<file path="config.mk">
export PLATFORM = sky130hd
export DESIGN_NAME = fp32_divide_seq
export DESIGN_NICKNAME = d
export VERILOG_FILES = /design/src/rtl/fp32_divide_seq.sv
export SDC_FILE = /design/constraint.sdc
export NUM_CORES = 1
export LEC_CHECK = 0
export BUFFER_PORTS_ARGS = -buffer_cell sky130_fd_sc_hd__buf_2
export CAP_MARGIN = 20
export CORE_UTILIZATION = 45
export DETAILED_ROUTE_END_ITERATION = 8
export GPL_ROUTABILITY_DRIVEN = 0
export PLACE_DENSITY_LB_ADDON = 0.08
export SETUP_SLACK_MARGIN = 0.02
export SYNTH_ARGS = -nofsm -noshare
export SYNTH_HDL_FRONTEND = slang
export SYNTH_SLANG_ARGS = --single-unit
export TNS_END_PERCENT = 20
</file>
<file path="constraint.sdc">
create_clock -name clk -period 5.59 [get_ports clk]
set_input_delay 0.8385 -clock clk [delete_from_list [all_inputs] [get_ports clk]]
set_output_delay 0.8385 -clock clk [all_outputs]
set_load 0.01 [all_outputs]
</file>
<file path="src/rtl/fp32_divide_seq.sv">
// Sequential FP32 divider: result = operand_1 / operand_2.
// Restoring division produces a 26-bit quotient one bit per cycle. The quotient is then
// normalised and rounded. Denormals flush to zero, NaN/Inf inputs are not supported,
// and overflow saturates. Both sides use valid/ready handshakes.
module fp32_divide_seq (
    input  logic        clk,
    input  logic        rst_n,
    input  logic        in_valid,
    output logic        in_ready,
    input  logic [31:0] operand_1,
    input  logic [31:0] operand_2,
    output logic        out_valid,
    input  logic        out_ready,
    output logic [31:0] result,
    output logic        div_by_zero
);

    typedef enum logic [1:0] {
        IDLE,
        DIV,
        NORM,
        DONE
    } state_t;

    state_t      r_state;
    state_t      w_nextState;

    logic        r_sign;
    logic [7:0]  r_e1;
    logic [7:0]  r_e2;
    logic [23:0] r_mb;
    logic [24:0] r_rem;
    logic [25:0] r_q;
    logic [4:0]  r_count;
    logic [31:0] r_result;
    logic        r_dbz;

    logic        w_accept;
    logic        w_inSign;
    logic        w_special;
    logic [31:0] w_specResult;
    logic        w_specDbz;

    logic        w_geq;
    logic [24:0] w_remSub;
    logic [24:0] w_remNext;

    logic [22:0] w_mant;
    logic        w_guard;
    logic        w_sticky;
    logic        w_adj;
    logic        w_roundUp;
    logic [23:0] w_mantSum;
    logic        w_carry;
    logic [22:0] w_mantFinal;
    logic [9:0]  w_exp;
    logic        w_overflow;
    logic        w_underflow;
    logic [31:0] w_normResult;

    assign in_ready    = (r_state == IDLE);
    assign out_valid   = (r_state == DONE);
    assign result      = r_result;
    assign div_by_zero = r_dbz;

    assign w_accept = in_valid && in_ready;
    assign w_inSign = operand_1[31] ^ operand_2[31];

    // Special-operand detection, checked in priority order, so that these cases skip the divider.
    always_comb begin
        w_special    = 1'b0;
        w_specResult = 32'd0;
        w_specDbz    = 1'b0;
        if ((operand_1[30:23] == 8'hFF) || (operand_2[30:23] == 8'hFF)) begin
            w_special    = 1'b1;
            w_specResult = 32'd0;
        end else if (operand_2[30:23] == 8'd0) begin
            w_special    = 1'b1;
            w_specResult = {w_inSign, 8'hFF, 23'd0};
            w_specDbz    = 1'b1;
        end else if (operand_1[30:23] == 8'd0) begin
            w_special    = 1'b1;
            w_specResult = {w_inSign, 31'd0};
        end
    end

    // One restoring-division step. R stays below 2*mb, so the left shift never loses a set bit.
    assign w_geq     = (r_rem >= {1'b0, r_mb});
    assign w_remSub  = w_geq ? (r_rem - {1'b0, r_mb}) : r_rem;
    assign w_remNext = w_remSub << 1;

    // Normalise the quotient, round (guard AND sticky), then build the exponent and saturate.
    always_comb begin
        if (r_q[25]) begin
            w_mant   = r_q[24:2];
            w_guard  = r_q[1];
            w_sticky = r_q[0] | (r_rem != 25'd0);
            w_adj    = 1'b0;
        end else begin
            w_mant   = r_q[23:1];
            w_guard  = r_q[0];
            w_sticky = (r_rem != 25'd0);
            w_adj    = 1'b1;
        end
    end

    assign w_roundUp   = w_guard & w_sticky;
    assign w_mantSum   = {1'b0, w_mant} + {23'd0, w_roundUp};
    assign w_carry     = w_mantSum[23];
    assign w_mantFinal = w_carry ? 23'd0 : w_mantSum[22:0];
    assign w_exp       = {2'b00, r_e1} - {2'b00, r_e2} + 10'd127
                         - {9'd0, w_adj} + {9'd0, w_carry};
    assign w_overflow  = !w_exp[9] && (w_exp >= 10'd255);
    assign w_underflow = w_exp[9] || (w_exp == 10'd0);

    // Select between the saturated, flushed and normal result.
    always_comb begin
        if (w_overflow) begin
            w_normResult = {r_sign, 8'hFF, 23'd0};
        end else if (w_underflow) begin
            w_normResult = {r_sign, 31'd0};
        end else begin
            w_normResult = {r_sign, w_exp[7:0], w_mantFinal};
        end
    end

    // State register.
    always_ff @(posedge clk or negedge rst_n) begin
        if (!rst_n) begin
            r_state <= IDLE;
        end else begin
            r_state <= w_nextState;
        end
    end

    // Next-state logic. Special operands go straight to DONE.
    always_comb begin
        w_nextState = r_state;
        case (r_state)
            IDLE: begin
                if (w_accept) begin
                    w_nextState = w_special ? DONE : DIV;
                end
            end
            DIV: begin
                if (r_count == 5'd25) begin
                    w_nextState = NORM;
                end
            end
            NORM: begin
                w_nextState = DONE;
            end
            DONE: begin
                if (out_ready) begin
                    w_nextState = IDLE;
                end
            end
            default: begin
                w_nextState = IDLE;
            end
        endcase
    end

    // Datapath: capture operands, iterate the divider, and register the final result.
    always_ff @(posedge clk or negedge rst_n) begin
        if (!rst_n) begin
            r_sign   <= 1'b0;
            r_e1     <= 8'd0;
            r_e2     <= 8'd0;
            r_mb     <= 24'd0;
            r_rem    <= 25'd0;
            r_q      <= 26'd0;
            r_count  <= 5'd0;
            r_result <= 32'd0;
            r_dbz    <= 1'b0;
        end else begin
            case (r_state)
                IDLE: begin
                    if (w_accept) begin
                        r_sign  <= w_inSign;
                        r_e1    <= operand_1[30:23];
                        r_e2    <= operand_2[30:23];
                        r_mb    <= {1'b1, operand_2[22:0]};
                        r_rem   <= {2'b01, operand_1[22:0]};
                        r_q     <= 26'd0;
                        r_count <= 5'd0;
                        if (w_special) begin
                            r_result <= w_specResult;
                            r_dbz    <= w_specDbz;
                        end
                    end
                end
                DIV: begin
                    r_q     <= {r_q[24:0], w_geq};
                    r_rem   <= w_remNext;
                    r_count <= r_count + 5'd1;
                end
                NORM: begin
                    r_result <= w_normResult;
                    r_dbz    <= 1'b0;
                end
                default: begin
                end
            endcase
        end
    end

endmodule

</file>
# Word level (Yosys, flattened, before mapping)
# Cells that the tools add are included.
[op_classes]
add_sub_neg = 7
multipliers = 0
n_div = 0
magnitude_cmp = 2
eq_ne = 10
shift = 0
mux = 33
bitwise = 3
n_reduce_logical = 16
[op_table]
columns = ["op", "count"]
rows = [
  ["2-to-1 mux 32 bit", 5],
  ["one-hot mux 32 bit (2 select lines)", 1],
  ["2-to-1 mux 31 bit", 2],
  ["one-hot mux 26 bit (2 select lines)", 1],
  ["one-hot mux 25 bit (2 select lines)", 1],
  ["2-to-1 mux 23 bit", 2],
  ["2-to-1 mux 26 bit", 1],
  [">= comparator 25 x 24 -> 1 bit", 1],
  ["2-to-1 mux 25 bit", 1],
  ["nonzero test 25 bit", 1],
  ["adder 23 x 1 -> 24 bit", 1],
  ["2-to-1 mux 24 bit", 1],
  ["subtractor 24 bit", 1],
  ["== test 8 bit (second input constant)", 2],
  ["logical NOT 8 bit", 2],
  ["adder 10 x 1 -> 10 bit", 1],
  ["adder 9 x 8 -> 10 bit (second input constant)", 1],
  [">= comparator 10 x 8 -> 1 bit (second input constant)", 1],
  ["logical NOT 10 bit", 1],
  ["2-to-1 mux 1 bit", 10],
  ["one-hot mux 5 bit (2 select lines)", 1],
  ["subtractor 10 x 1 -> 10 bit", 1],
  ["subtractor 8 x 8 -> 9 bit", 1],
  ["2-to-1 mux 2 bit", 4],
  ["19 further kinds", 27],
]
[word_totals]
reg_bits = 132
latchBits = 0
ram_bits = 0
rom_bits = 0
input_bits = 68
output_inout_bits = 35
wordCells = 81
memories = 0

# Longest topological paths before layout
[logic_depth]
word_depth = 11
depth_mapped = 27
depth_no_buf = 23

# Least setup slack after synthesis
# Ideal clock, no wire load.
[synth_path]
path_kind = "register -> register"
start = "register r_q[25]"
end = "register r_result[20], in the netlist result[20]"
setup_ps = 121
arrival_time_ps = 5832
t_required_ps = 5469
path_slack_ps = -363
stages_incl_launch_ff = 27
path_buffers = 5
period_less_slack_ps = 5953
cell_sequence = "dfrtp_1 -> buf_2 -> buf_1 -> buf_1 -> clkbuf_1 -> mux2i_1 -> nor2_1 -> ha_1 -> nand2_1 -> a2111oi_1 -> and2_1 -> and3_1 -> and4b_1 -> fa_1 -> ha_1 -> inv_1 -> fa_1 -> nor2b_1 -> o21ai_0 -> a21boi_0 -> or4_1 -> o311ai_1 -> or3_1 -> a21oi_2 -> nor4b_4 -> buf_2 -> a22o_1"
[synth_between]
elab_chain_len = 9
elab_cells_between_ends = 17
cone_classes = "3 x add/sub; 1 x order compare; 8 x mux; 1 x bitwise; 4 x reduce/logical"
[synth_rtl]
columns = ["item", "line_no", "text"]
rows = [
  ["from (decl)", "33", "logic [25:0] r_q;"],
  ["from (signal assigned)", "194", "r_q <= {r_q[24:0], w_geq};"],
  ["parallel branches: the longest is 7 deep, another holds adder 23 x 1 -> 24 bit", "--", ""],
  ["2-to-1 mux 31 bit (*)", "118", "if (w_overflow) begin"],
  ["one-hot mux 32 bit (2 select lines) (*)", "177", "case (r_state)"],
  ["to (signal assigned)", "188", "r_result <= w_specResult;"],
  ["to (signal assigned)", "199", "r_result <= w_normResult;"],
  ["to (decl)", "35", "logic [31:0] r_result;"],
]
# Every way passes the cells marked *.
# A chain may end at the register's enable or synchronous reset.

# Worst setup path in the final report
[layout_path]
start = "register r_rem[4]"
end = "register r_result[2], in the netlist result[2]"
[layout_between]
elab_chain_len = 11
elab_cells_between_ends = 15
cone_classes = "2 x add/sub; 1 x order compare; 5 x mux; 2 x bitwise; 5 x reduce/logical"
[layout_rtl]
columns = ["item", "line_no", "text"]
rows = [
  ["from (decl)", "32", "logic [24:0] r_rem;"],
  ["from (signal assigned)", "184", "r_rem <= {2'b01, operand_1[22:0]};"],
  ["from (signal assigned)", "195", "r_rem <= w_remNext;"],
  ["nonzero test 25 bit (*)", "97, 102", ""],
  ["bitwise OR 1 bit", "97", "w_sticky = r_q[0] | (r_rem != 25'd0);"],
  ["2-to-1 mux 1 bit (*)", "94", "if (r_q[25]) begin"],
  ["bitwise AND 1 bit (*)", "107", "assign w_roundUp = w_guard & w_sticky;"],
  ["adder 23 x 1 -> 24 bit (*)", "108", "assign w_mantSum = {1'b0, w_mant} + {23'd0, w_roundUp};"],
  ["parallel branches: the longest is 4 deep, another holds adder 10 x 1 -> 10 bit", "--", ""],
  ["2-to-1 mux 31 bit (*)", "118", ""],
  ["one-hot mux 32 bit (2 select lines) (*)", "177", ""],
]
# Marks and branches as above.

==> parameters.txt <==
Parameter                              Value

Floorplanning
  Total core area ... 18100 um^2
  Count of pins on the block boundary ... between 100 and 150
  Initial cell density of the core ... between 40% and 50%
  Horizontal extent of the die ... ~140 um
  Placement Rows ... 49
  DIE HEIGHT ... 139 um
  Full die area ... roughly 19000 um^2

Drt
  Remaining design rule violation count ... 6
  Vias post-DR ... between 6000 and 7000
  DRC marker count from the first detailed-route iteration ... 380
  Detailed-route wire length ... 20400 um
  Number of vias per cell ... 5.67
  Number of nets with antenna violations after routing ... 0
  Number of detailed-route iterations in the first pass ... 7
  Routed wire per std cell ... 17.2 um

Place
  Number of buffer cells added on primary ports ... just over 100
  Dpl hpwl ... 14300 um

GRT
  Initial antenna violation count ... 0
  Global Route Usage Sum ... 22.4%
  Number of global-route vias before repair ... 6765
  Global-route wire length before repair ... approximately 35000 um
  GR Overflow Total ... 0
  Pin count of the biggest net entering global routing ... 89

Timing
  Slew Limit Headroom ... 34.7%
  Final Skew ... 0.0102 ns
  Final hold violation count ... 0
  Max frequency ... 193 MHz
  Post-layout minimum cycle time ... 5.17 ns
  RSZ-0062 raised after global routing ... false
  Final Slew Violations ... 0
  Transition time at the pin with the least slew margin ... roughly 1 ns
  Total negative setup slack ... 0 ns
  Number of setup violations in the final report ... 0
  Final clock period utilization by the worst path ... 92.5%

Logic synthesis
  Cell types occupying the most area after synthesis ... dfrtp_1 (39%), ha_1 (7.0%), mux2_2 (5.9%), a22o_1 (4.9%), mux2i_1 (3.8%)
  Leading cell type by number of instances after synthesis ... dfrtp_1
  Register area share after synthesis ... 39.2%
  Commonest cells in the synthesized netlist ... dfrtp_1 (132), nand2_1 (61), inv_1 (59)
  Yosys warning total ... 0
  Number of unique standard cell types used by synthesis ... 67
  Net count after synthesis ... roughly 980
  Count of state elements after synthesis ... 132
  Cell accounting for the most synthesized area ... dfrtp_1
  Number of synthesized flops with an enable pin ... 0
  Fraction of synthesized cell area taken by the top area cell type ... 39.2%
  Number of cells produced by synthesis ... between 800 and 900
  Combined area of all synthesized cells ... about 8400 um^2
  Syn_area_per_cell ... 9.82 um^2
  Predominant post-synthesis flop cell ... dfrtp_1
  FFs w/ async S/R, synth ... 100%

Hold path
  Type of the tightest min-delay check ... reg -> reg

Critical path
  CP Data Arrival Time ... 5.48 ns
  Maximum fanout along the worst path ... 18
  Crit path required time ... around 6 ns
  Launching element type of the critical path ... register
  Kind of capture point of the worst setup path ... register
  Flop2flop setup slack ... around 0.42 ns
  Start-to-end type of the worst setup path ... reg -> reg

Clock tree
  Clock network latency to the later pin of the worst-skew pair ... 0.42 ns
  Clock transition at the registers of the reported paths ... 0.06 ns
  TritonCTS clock tree ... done
  Clock Tree Root ... clkbuf_16
  Depth of the CTS H-tree ... 4
  TritonCTS buffer count ... 17
  Sink count of the clock tree ... 132
  Clock buffer depth ... 2
  Count of buffers added by post-CTS timing repair for setup ... 0

Status
  Failing checks ... design-rule violations
  Result of the run ... complete, but fails checks

Final layout
  Area growth, synth to finish ... 17.2%
  Total Nets Final ... 1064
  Fraction of layout instances using a drive strength above 1 ... 22.0%
  # diodes ... 0

Flow run
  Max Cap Violations ... 0
-- state kept, by name, indices dropped and copies added (netlist names) --
name	flops
r_rem	25
r_state	2
r_mb	24
r_q	26
r_e1	8
r_e2	8
r_sign	1
r_count	5
div_by_zero	1
result	32
-- final timing paths --
kind,from,endpoint,cells after the start
min in group asynchronous,rst_n,r_e1[7],1
worst max-delay path,r_rem[4],result[2],24
worst min-delay path,r_mb[23],r_mb[23],2
worst max register to register,r_rem[4],result[2],24
worst min register to register,r_mb[23],r_mb[23],2
max in group asynchronous,rst_n,r_q[18],2
-- metrics by stage --
step	area, um^2	setup WS (ns)	hold WS (ns)	cells	util (%)
after floorplan	8430	0.0669	0.418	858	-
after global placement	9130	0.00912	0.433	1154	50.3
after detailed placement	9150	0.225	0.439	1155	50.4
after CTS	9840	0.196	0.454	1187	54.2
after global routing	9870	0.0353	0.476	1187	54.4
final	9870	0.421	0.448	1187	54.4
-- cells by family after synthesis --
kind of cell,Yosys count,synth area share [%]
mux,76,9.68
fa+ha+maj,51,7.93
buf+inv,107,5.03
simple gates,197,11.9
flops,132,39.2
compound gates,229,19.4
xor+xnor,66,6.86
-- critical path, stage by stage (launching register included) --
cell       delay (ns)
dfrtp_1          0.43
nor4_1           0.34
nand3_1          0.19
nor2_1           0.14
nor2_1           0.06
ha_1             0.21
nand2_1          0.12
a2111oi_4        0.07
and2_1           0.18
and3_1           0.16
and4b_1          0.25
fa_1             0.40
ha_1             0.20
inv_1            0.07
fa_1             0.19
nor2b_1          0.05
o21ai_0          0.18
a21boi_1         0.12
o31ai_1          0.29
o311ai_1         0.20
or3_1            0.45
a21oi_4          0.26
nor4b_4          0.10
buf_6            0.18
a22o_1           0.19
-- layer usage --
layer | part of all wire, % | up-vias | track usage, %
met1 | 46 | 3279 | 28.6
met5 | 0 | - | 0
met4 | 1.6 | 0 | 7.54
met2 | 49 | 137 | 38.0
li1 | - | 3291 | -
met3 | 3.3 | 28 | 4.32
-- repair_timing --
action	4_1_cts	5_1_grt
hold buffers	0	0
endpoints found under the setup margin	0	28
hold endpoints to repair	0	0
gates resized for setup	0	6
-- final cells by class --
| cell class | instances | area [um^2] |
|---|---|---|
| tap | 229 | 287 |
| multi-input combinational | 619 | 4740 |
| inverter | 59 | 221 |
| timing repair buffer | 116 | 626 |
| fill | 1679 | 8270 |
| sequential | 132 | 3300 |
| clock inverter | 12 | 224 |
| clock buffer | 20 | 467 |
-- cells in the final DEF (no fill, tap or decap), drive strengths merged, types with 3 or more instances in the layout --
cell	netlist	final
a211oi	3	3
a21o	17	17
a21oi	39	39
a221o	4	4
a221oi	4	4
a22o	47	47
a22oi	16	16
a31oi	7	7
and2	6	6
and3	8	8
buf	14	116
bufinv	0	6
clkbuf	34	20
clkinv	0	4
dfrtp	132	132
fa	4	4
ha	47	47
inv	59	60
mux2	44	44
mux2i	32	32
nand2	61	61
nand2b	7	7
nand3	19	19
nand4	14	14
nor2	42	42
nor2b	6	6
nor3	10	10
nor4	8	8
o211ai	4	4
o21a	5	5
o21ai	54	54
o221ai	3	3
o22ai	6	6
or4	5	5
xnor2	34	34
xor2	32	32
Power is not shown: default switching activity piles up to over one toggle a cycle in this logic, so the estimate is an artifact.
